===== src/rtl/fetch_ctrl.sv =====
// Instruction-fetch sequencer: drives ROM address from fetch PC, buffers {pc,instr} in a prefetch FIFO.
// Latency: pushed word visible one cycle later; a full FIFO blocks fetch unless decode pops the same cycle.
module fetch_ctrl #(
   parameter int             N        = 32,
   parameter int             DEPTH    = 2,
   parameter logic [N-1:0]   RESET_PC = '0
) (
   input  logic         clk,
   input  logic         rst,
   input  logic         en,
   output logic [N-1:0] pc_out,
   input  logic [N-1:0] instr_in,
   input  logic         redirect_valid,
   input  logic [N-1:0] redirect_pc,
   output logic         out_valid,
   output logic [N-1:0] out_instr,
   output logic [N-1:0] out_pc,
   input  logic         out_ready,
   output logic         halted,
   output logic [N-1:0] fetch_pc
);

   localparam int AW = (DEPTH > 1) ? $clog2(DEPTH) : 1;
   localparam int CW = $clog2(DEPTH + 1);

   localparam logic [1:0] IDLE   = 2'd0;
   localparam logic [1:0] RUN    = 2'd1;
   localparam logic [1:0] HALTED = 2'd2;

   logic [1:0]    state;
   logic [1:0]    state_nxt;
   logic [N-1:0]  fpc;
   logic [AW-1:0] rd_ptr;
   logic [AW-1:0] wr_ptr;
   logic [CW-1:0] count;
   logic [N-1:0]  mem_pc    [DEPTH];
   logic [N-1:0]  mem_instr [DEPTH];

   logic pop;
   logic space;
   logic try_fetch;
   logic push;
   logic zero_hit;

   assign pc_out    = fpc;
   assign fetch_pc  = fpc;
   assign halted    = (state == HALTED);
   assign out_valid = (count != '0);
   assign out_instr = out_valid ? mem_instr[rd_ptr] : '0;
   assign out_pc    = out_valid ? mem_pc[rd_ptr]    : '0;

   // A pop in the same cycle frees the slot the push needs.
   assign pop       = out_valid & out_ready;
   assign space     = (count < CW'(DEPTH)) | pop;
   assign try_fetch = (state == RUN) & en & space & ~redirect_valid;
   assign push      = try_fetch & (|instr_in);
   assign zero_hit  = try_fetch & ~(|instr_in);

   always_comb begin
      state_nxt = state;
      if (redirect_valid) begin
         state_nxt = en ? RUN : IDLE;
      end else begin
         case (state)
            IDLE:    if (en) state_nxt = RUN;
            RUN: begin
               if (zero_hit)  state_nxt = HALTED;
               else if (!en)  state_nxt = IDLE;
            end
            HALTED:  state_nxt = HALTED;
            default: state_nxt = IDLE;
         endcase
      end
   end

   always_ff @(posedge clk or posedge rst) begin
      if (rst) begin
         state <= IDLE;
         fpc   <= RESET_PC;
      end else begin
         state <= state_nxt;
         if (redirect_valid)
            fpc <= {redirect_pc[N-1:2], 2'b00};
         else if (push)
            fpc <= fpc + N'(4);
      end
   end

   // Redirect flushes the queue and discards any pop/push of the same cycle.
   always_ff @(posedge clk or posedge rst) begin
      if (rst) begin
         rd_ptr <= '0;
         wr_ptr <= '0;
         count  <= '0;
      end else if (redirect_valid) begin
         rd_ptr <= '0;
         wr_ptr <= '0;
         count  <= '0;
      end else begin
         if (push) wr_ptr <= wr_ptr + AW'(1);
         if (pop)  rd_ptr <= rd_ptr + AW'(1);
         case ({push, pop})
            2'b10:   count <= count + CW'(1);
            2'b01:   count <= count - CW'(1);
            default: count <= count;
         endcase
      end
   end

   always_ff @(posedge clk) begin
      if (push) begin
         mem_pc[wr_ptr]    <= fpc;
         mem_instr[wr_ptr] <= instr_in;
      end
   end

endmodule


===== config.mk =====
export PLATFORM = sky130hd
export DESIGN_NAME = fetch_ctrl
export DESIGN_NICKNAME = d
export VERILOG_FILES = /design/src/rtl/fetch_ctrl.sv
export SDC_FILE = /design/constraint.sdc
export NUM_CORES = 1
export LEC_CHECK = 0
export ABC_AREA = 1
export CAP_MARGIN = 30
export CORE_MARGIN = 2
export CORE_UTILIZATION = 49
export CTS_CLUSTER_SIZE = 20
export DETAILED_ROUTE_END_ITERATION = 12
export GPL_TIMING_DRIVEN = 0
export PLACE_DENSITY_LB_ADDON = 0.3
export SYNTH_ARGS = -nofsm -noshare
export SYNTH_HDL_FRONTEND = slang
export SYNTH_SLANG_ARGS = --single-unit
export TNS_END_PERCENT = 1

===== constraint.sdc =====
create_clock -name clk -period 4.85 [get_ports clk]
set_input_delay 0.97 -clock clk [delete_from_list [all_inputs] [get_ports clk]]
set_output_delay 0.97 -clock clk [all_outputs]
set_load 0.02 [all_outputs]

# After elaboration in Yosys (flattened, before gate mapping)
# Memory sizes are Yosys's and may differ from the RTL's.
# Index checks and enable logic that the tools add are counted.
dict set report totals {
  regBits 38
  ram_bits 128
  in_bits 69
  output_inout_bits 130
  memories 2
}
dict set report op_classes {
  n_addsub 5
  n_lt_le_gt_ge 1
  n_eq_ne 6
  muxes 18
  bitwise_logic 9
  reduce_logical 7
}
# name depth word_bits read_ports rd_clocked_by_memory_dff write_ports line_no
set mem_list {}
lappend mem_list {mem_instr 2 32 1 0 1 37} ;# logic [N-1:0] mem_instr [DEPTH];
lappend mem_list {mem_pc 2 32 1 0 1 36} ;# logic [N-1:0] mem_pc [DEPTH];
# cell count
set ops {}
lappend ops {{$mux W32} 4}
lappend ops {{$add A32 B3 Y32 const B} 1}
lappend ops {{$reduce_or A32 Y1} 1}
lappend ops {{$mux W2} 5}
lappend ops {{$mux W1} 7}
lappend ops {{$and A1 B1 Y1} 6}
lappend ops {{$pmux W2 S3} 1}
lappend ops {{$reduce_bool A2 Y1} 3}
lappend ops {{$eq A2 B1 Y1 const B} 2}
lappend ops {{$eq A2 B2 Y1 const B} 2}
lappend ops {{$ne A4 B4 Y1 const B} 1}
lappend ops {{$pmux W2 S2} 1}
lappend ops {{$ne A3 B3 Y1 const B} 1}
lappend ops {{$reduce_bool A3 Y1} 1}
lappend ops {{$add A1 B1 Y1 const B} 2}
lappend ops {{$add A2 B1 Y2 const B} 1}
lappend ops {{$logic_not A2 Y1} 1}
lappend ops {{$lt A2 B2 Y1 const B} 1}
lappend ops {{$not A1 Y1} 2}
lappend ops {{$reduce_and A2 Y1} 1}
lappend ops {{$sub A2 B1 Y2 const B} 1}
lappend ops {{$or A1 B1 Y1} 1}

# Depth between registers and ports, before layout
dict set report logic_depth {
  word_depth 9
  ltp_mapped 11
}

# Least setup slack after synthesis
# OpenSTA, ideal clock, no wires.
dict set report synth_path {
  path_kind {input to register}
  startpoint {in redirect_valid}
  endpoint {mem mem_instr[1][0], enable pin}
  arrival_ps 4327
  required_time_ps 4368
  setup_slack_ps 41
  path_stages 7
  path_buffers 2
  cell_sequence {buf_6 > inv_6 > nand4_2 > a21oi_4 > o21ai_4 > buf_4 > nor2_1}
}
dict set report synth_between {
  elab_chain_len 5
}
# element line_no
set synth_lines {}
lappend synth_lines {{from (decl)} 13} ;# input logic redirect_valid,
lappend synth_lines {{$not A1 Y1} 55} ;# assign try_fetch = (state == RUN) & en & space & ~redirect_valid;
lappend synth_lines {{$and A1 B1 Y1} 55}
lappend synth_lines {{$and A1 B1 Y1} 56} ;# assign push = try_fetch & (|instr_in);
lappend synth_lines {{$mux W1} 111} ;# if (push) begin
lappend synth_lines {{$mux W1 (implied by the code)} 113} ;# mem_instr[wr_ptr] <= instr_in;
lappend synth_lines {{to (decl)} 37}
# No other way between the ends.

# Final worst setup path
dict set report layout_path {
  startpoint {reg rd_ptr}
  endpoint {out out_pc[10]}
}
dict set report layout_between {
  elab_chain_len 2
}
# element line_no
set layout_lines {}
lappend layout_lines {{from (decl)} 33} ;# logic [AW-1:0] rd_ptr;
lappend layout_lines {{from (signal assigned)} 101} ;# if (pop) rd_ptr <= rd_ptr + AW'(1);
lappend layout_lines {{$mem_v2 Z2 W32} -}
lappend layout_lines {{$mux W32} 50} ;# assign out_pc = out_valid ? mem_pc[rd_ptr] : '0;
lappend layout_lines {{to (decl)} 17} ;# output logic [N-1:0] out_pc,
# No other way between the ends.

==> results.cfg <==
[outcome]
status = finished clean

[finish]
seq_area_sq_mm = 0.00462
final_area_sq_mm = 0.0104
multiInputGateArea_sq_mm = 0.00243
drive_gt1_share_pct = 9.83
fin_cells = 1205
nFillCells = 1161
fin_nets = 1074
num_antenna_cells = 0
area_delta_synth_final_pct = 37.2

[detailed_routing]
dr.pass1.iters = 5
drc = 0
num_vias = 6213
vias_per_cell = 5.16
ant_nets = 0
wirelength_microns = 20100
detail_route.iter0.violations = 564
wl_per_cell_microns = 16.6

[logic_synthesis]
seq_area_frac_synth_pct = 60.7
ys_ff_latch = 160
postSynthCellCount = 787
syn_area_per_cell_sq_um = 9.67
synthesis.area_sq_mm = 0.00761
ys_warn_count = 0
synth_cell_types = 40

[grt]
antenna_found_initial = 0
grt_max_degree = 37
grt_pass1_wl_microns = 31100
grt_usage_pct = 24.7
grt_pass1_vias = 6009
gr-total-overflow = 0

[timing]
setup_tns_ps = 0
report.final.slew_viol_count = 0
holdWs_ps = 574
rsz0062_at_grt = no
skew_ps = 7.11
relSlewSlack_pct = 47.0
worst_slack_ps = 1170
timing.final.crit_share_pct = 75.8
tightest_slew_ps = 793
fmax_mhz = 272
hold_viol_final = 0
final-setup-viol-count = 0
fin_crit_ps = 3680

[power_and_ir_drop]
power_frac_clock_pct = 34.8
switchingPower_uw = 1060
leakagePower_uw = 0.00398
powerDensity_mw_per_mm2 = 353
p_comb_share_pct = 20.6
intPower_uw = 2620
p_sw_share_pct = 28.8
power_frac_seq_pct = 44.6
ir_drop_mv = 0.265

[floorplan]
core_region_area_sq_mm = 0.0152
dieHeight_microns = 129
dieArea_sq_mm = 0.0165
io_pins = 199
die_x_microns = 129
initial_core_util_pct = 50.1
core.rowCount = 45

[placed_design]
pre_cts_slack_ps = 1290
post-dp-hpwl_microns = 14400
gp_congestion = 0.882
port_buffers = 189
placedCellCount = 1173
place_area_sq_mm = 0.00988

[setup_path]
max_stage_delay_ps = 630
cp-start-kind = flip-flop
crit_path_frequent_cell = clkbuf_1
r2r-end = mem_instr[1][11]
worstPathMaxFanout = 10
cp.required_ps = 3880
cp_cell_sequence = clkbuf_1, clkbuf_1, nand2_1, a21oi_1, clkdlybuf4s50_1
crit_path_top_delay_cell = clkdlybuf4s50_1
ff2ff_setup_slack_ps = 2370
critPathArrivalTime_ps = 2710
reg2reg_depth = 8
r2r_start = state[1]
worst_setup_path_end_kind = output pin
critPathKind = reg2out

[clock_network]
cts_tree = built
cts_max_level = 4
cts-root-buf = clkbuf_16
clk_path_buf_depth = 2
cts_resized = 0
clk_latency_ps = 430
cts_made_buffers = 17
cts.sink_count = 160
holdBufCountCts = 0
cts.clk_slew.worst_paths_ps = 60
post_cts_buffers = 0

[worst_hold_path]
hp-class = reg2reg
hold_depth = 3
hold_start = count[0]
hold_path_end = count[0]

[flow_run]
maxCapViolCount = 0
[stage by stage]
stage               power (uW)  utilization (%)
floorplan                 2050                -
global placement          2410             64.2
detailed placement        2430             65.0
CTS                       3700             68.7
global route              3820             68.7
finish                    3690             68.7
[power groups by stage]
stage | Sequential [uW] | Clock (uW) | Combinational [uW]
3_5_place_dp | 1670 | 0 | 758
2_1_floorplan | 1680 | 0 | 367
5_1_grt | 1650 | 1350 | 814
4_1_cts | 1640 | 1300 | 763
3_3_place_gp | 1670 | 0 | 741
6_report | 1640 | 1280 | 758
[how the worst max path moves through the flow]
stage	startpoint	to	slack, ps	cells past startpoint
2_1_floorplan	redirect_valid	mem_instr[1][0]	40	7
3_3_place_gp	en	mem_instr[1][24]	-1820	6
3_5_place_dp	en	mem_instr[1][23]	1290	8
4_1_cts	rd_ptr	out_pc[17]	1100	5
5_1_grt	rd_ptr	out_pc[10]	960	5
6_report	rd_ptr	out_pc[10]	1170	5
[Yosys cell counts]
cell type,count,area [sq um]
nand3_1,26,130
nor2_2,2,12.5
nor2_1,76,285
nor2_4,4,45.0
o21bai_1,1,7.51
buf_2,1,5.00
buf_6,3,33.8
nand2_2,1,6.26
nand2_4,1,11.3
a21o_1,1,7.51
inv_1,40,150
xnor2_1,8,70.1
nand3b_1,2,15.0
nor4_1,1,6.26
and2_1,4,25.0
a21oi_1,64,320
buf_1,1,3.75
o211ai_1,17,128
o21ai_0,8,40.0
clkbuf_1,22,82.6
o21ai_4,1,16.3
inv_6,2,17.5
xor2_1,6,52.6
edfxtp_1,124,3720
a21oi_4,1,16.3
and3_1,1,6.26
nor3_1,9,45.0
nand3_4,1,17.5
nand3_2,2,20.0
inv_2,4,15.0
nand4_1,11,68.8
a21boi_0,3,22.5
a31oi_1,2,12.5
nand4_2,1,12.5
buf_4,38,285
nand2_1,258,968
ha_1,1,12.5
dfrtp_1,36,901
o21ai_1,2,10.0
conb_1,1,3.75
[layout by cell type, fill, tap and decap left out, drive strengths merged]
master         instances
nor3                   9
xor2                   6
and2                   4
a21o                   1
o21ai                 11
clkdlybuf4s50        189
dfrtp                 36
bufinv                 1
clkinvlp               5
nand3                 29
a21boi                 3
nor2                  82
ha                     1
o21bai                 1
inv                   50
o211ai                17
a31oi                  2
nor4                   1
conb                   6
and3                   1
nand3b                 2
nand2                260
edfxtp               124
a21oi                 65
buf                   47
clkinv                 4
xnor2                  8
clkbuf                40
nand4                 12
[worst max-delay path: cells and delay by family, from the launching register on]
| kind | cells | cell delay (ps) |
|---|---|---|
| buffers and inverters | 3 | 1630 |
| AND/OR/NAND/NOR | 1 | 120 |
| AO/OA/AOI/OAI | 1 | 180 |
| flip-flops | 1 | 350 |
[registers in the layout, summed over array words and instances, names as in the netlist]
name and flops:
count 2, fetch_pc 30, mem_instr 64, mem_pc 60, rd_ptr 1, state 2, wr_ptr 1
[final cells by class]
type                       instances  share of cell area, %
inverter                          46                   1.75
buffer                            65                   3.93
clock inverter                    14                   1.26
tap                              188                   2.25
timing repair buffer             193                   19.1
multi-input combinational        521                   23.2
clock buffer                      18                   4.20
sequential                       160                   44.3
[kinds of logic (layout without fill, tap and decap cells)]
logic type,count (synthesis),in the layout,share of synthesized area [%]
compound gates,100,100,7.63
xor+xnor,14,14,1.61
fa+ha+maj,1,1,0.164
buf+inv,111,336,7.79
flops,160,160,60.7
other cells,1,6,0.0493
simple gates,400,400,22.0
[per-layer routing]
metal | GRT usage [%] | vias to the layer above | wire [microns] | share of wire (%)
met1 | 32.8 | 2905 | 8550 | 43
met3 | 5.16 | 26 | 1490 | 7.4
li1 | - | 3030 | - | -
met5 | 0 | - | 0 | 0
met2 | 41.2 | 252 | 9710 | 48
met4 | 7.35 | 0 | 312 | 1.6
Note: power is estimated with default switching activity, not from simulation.
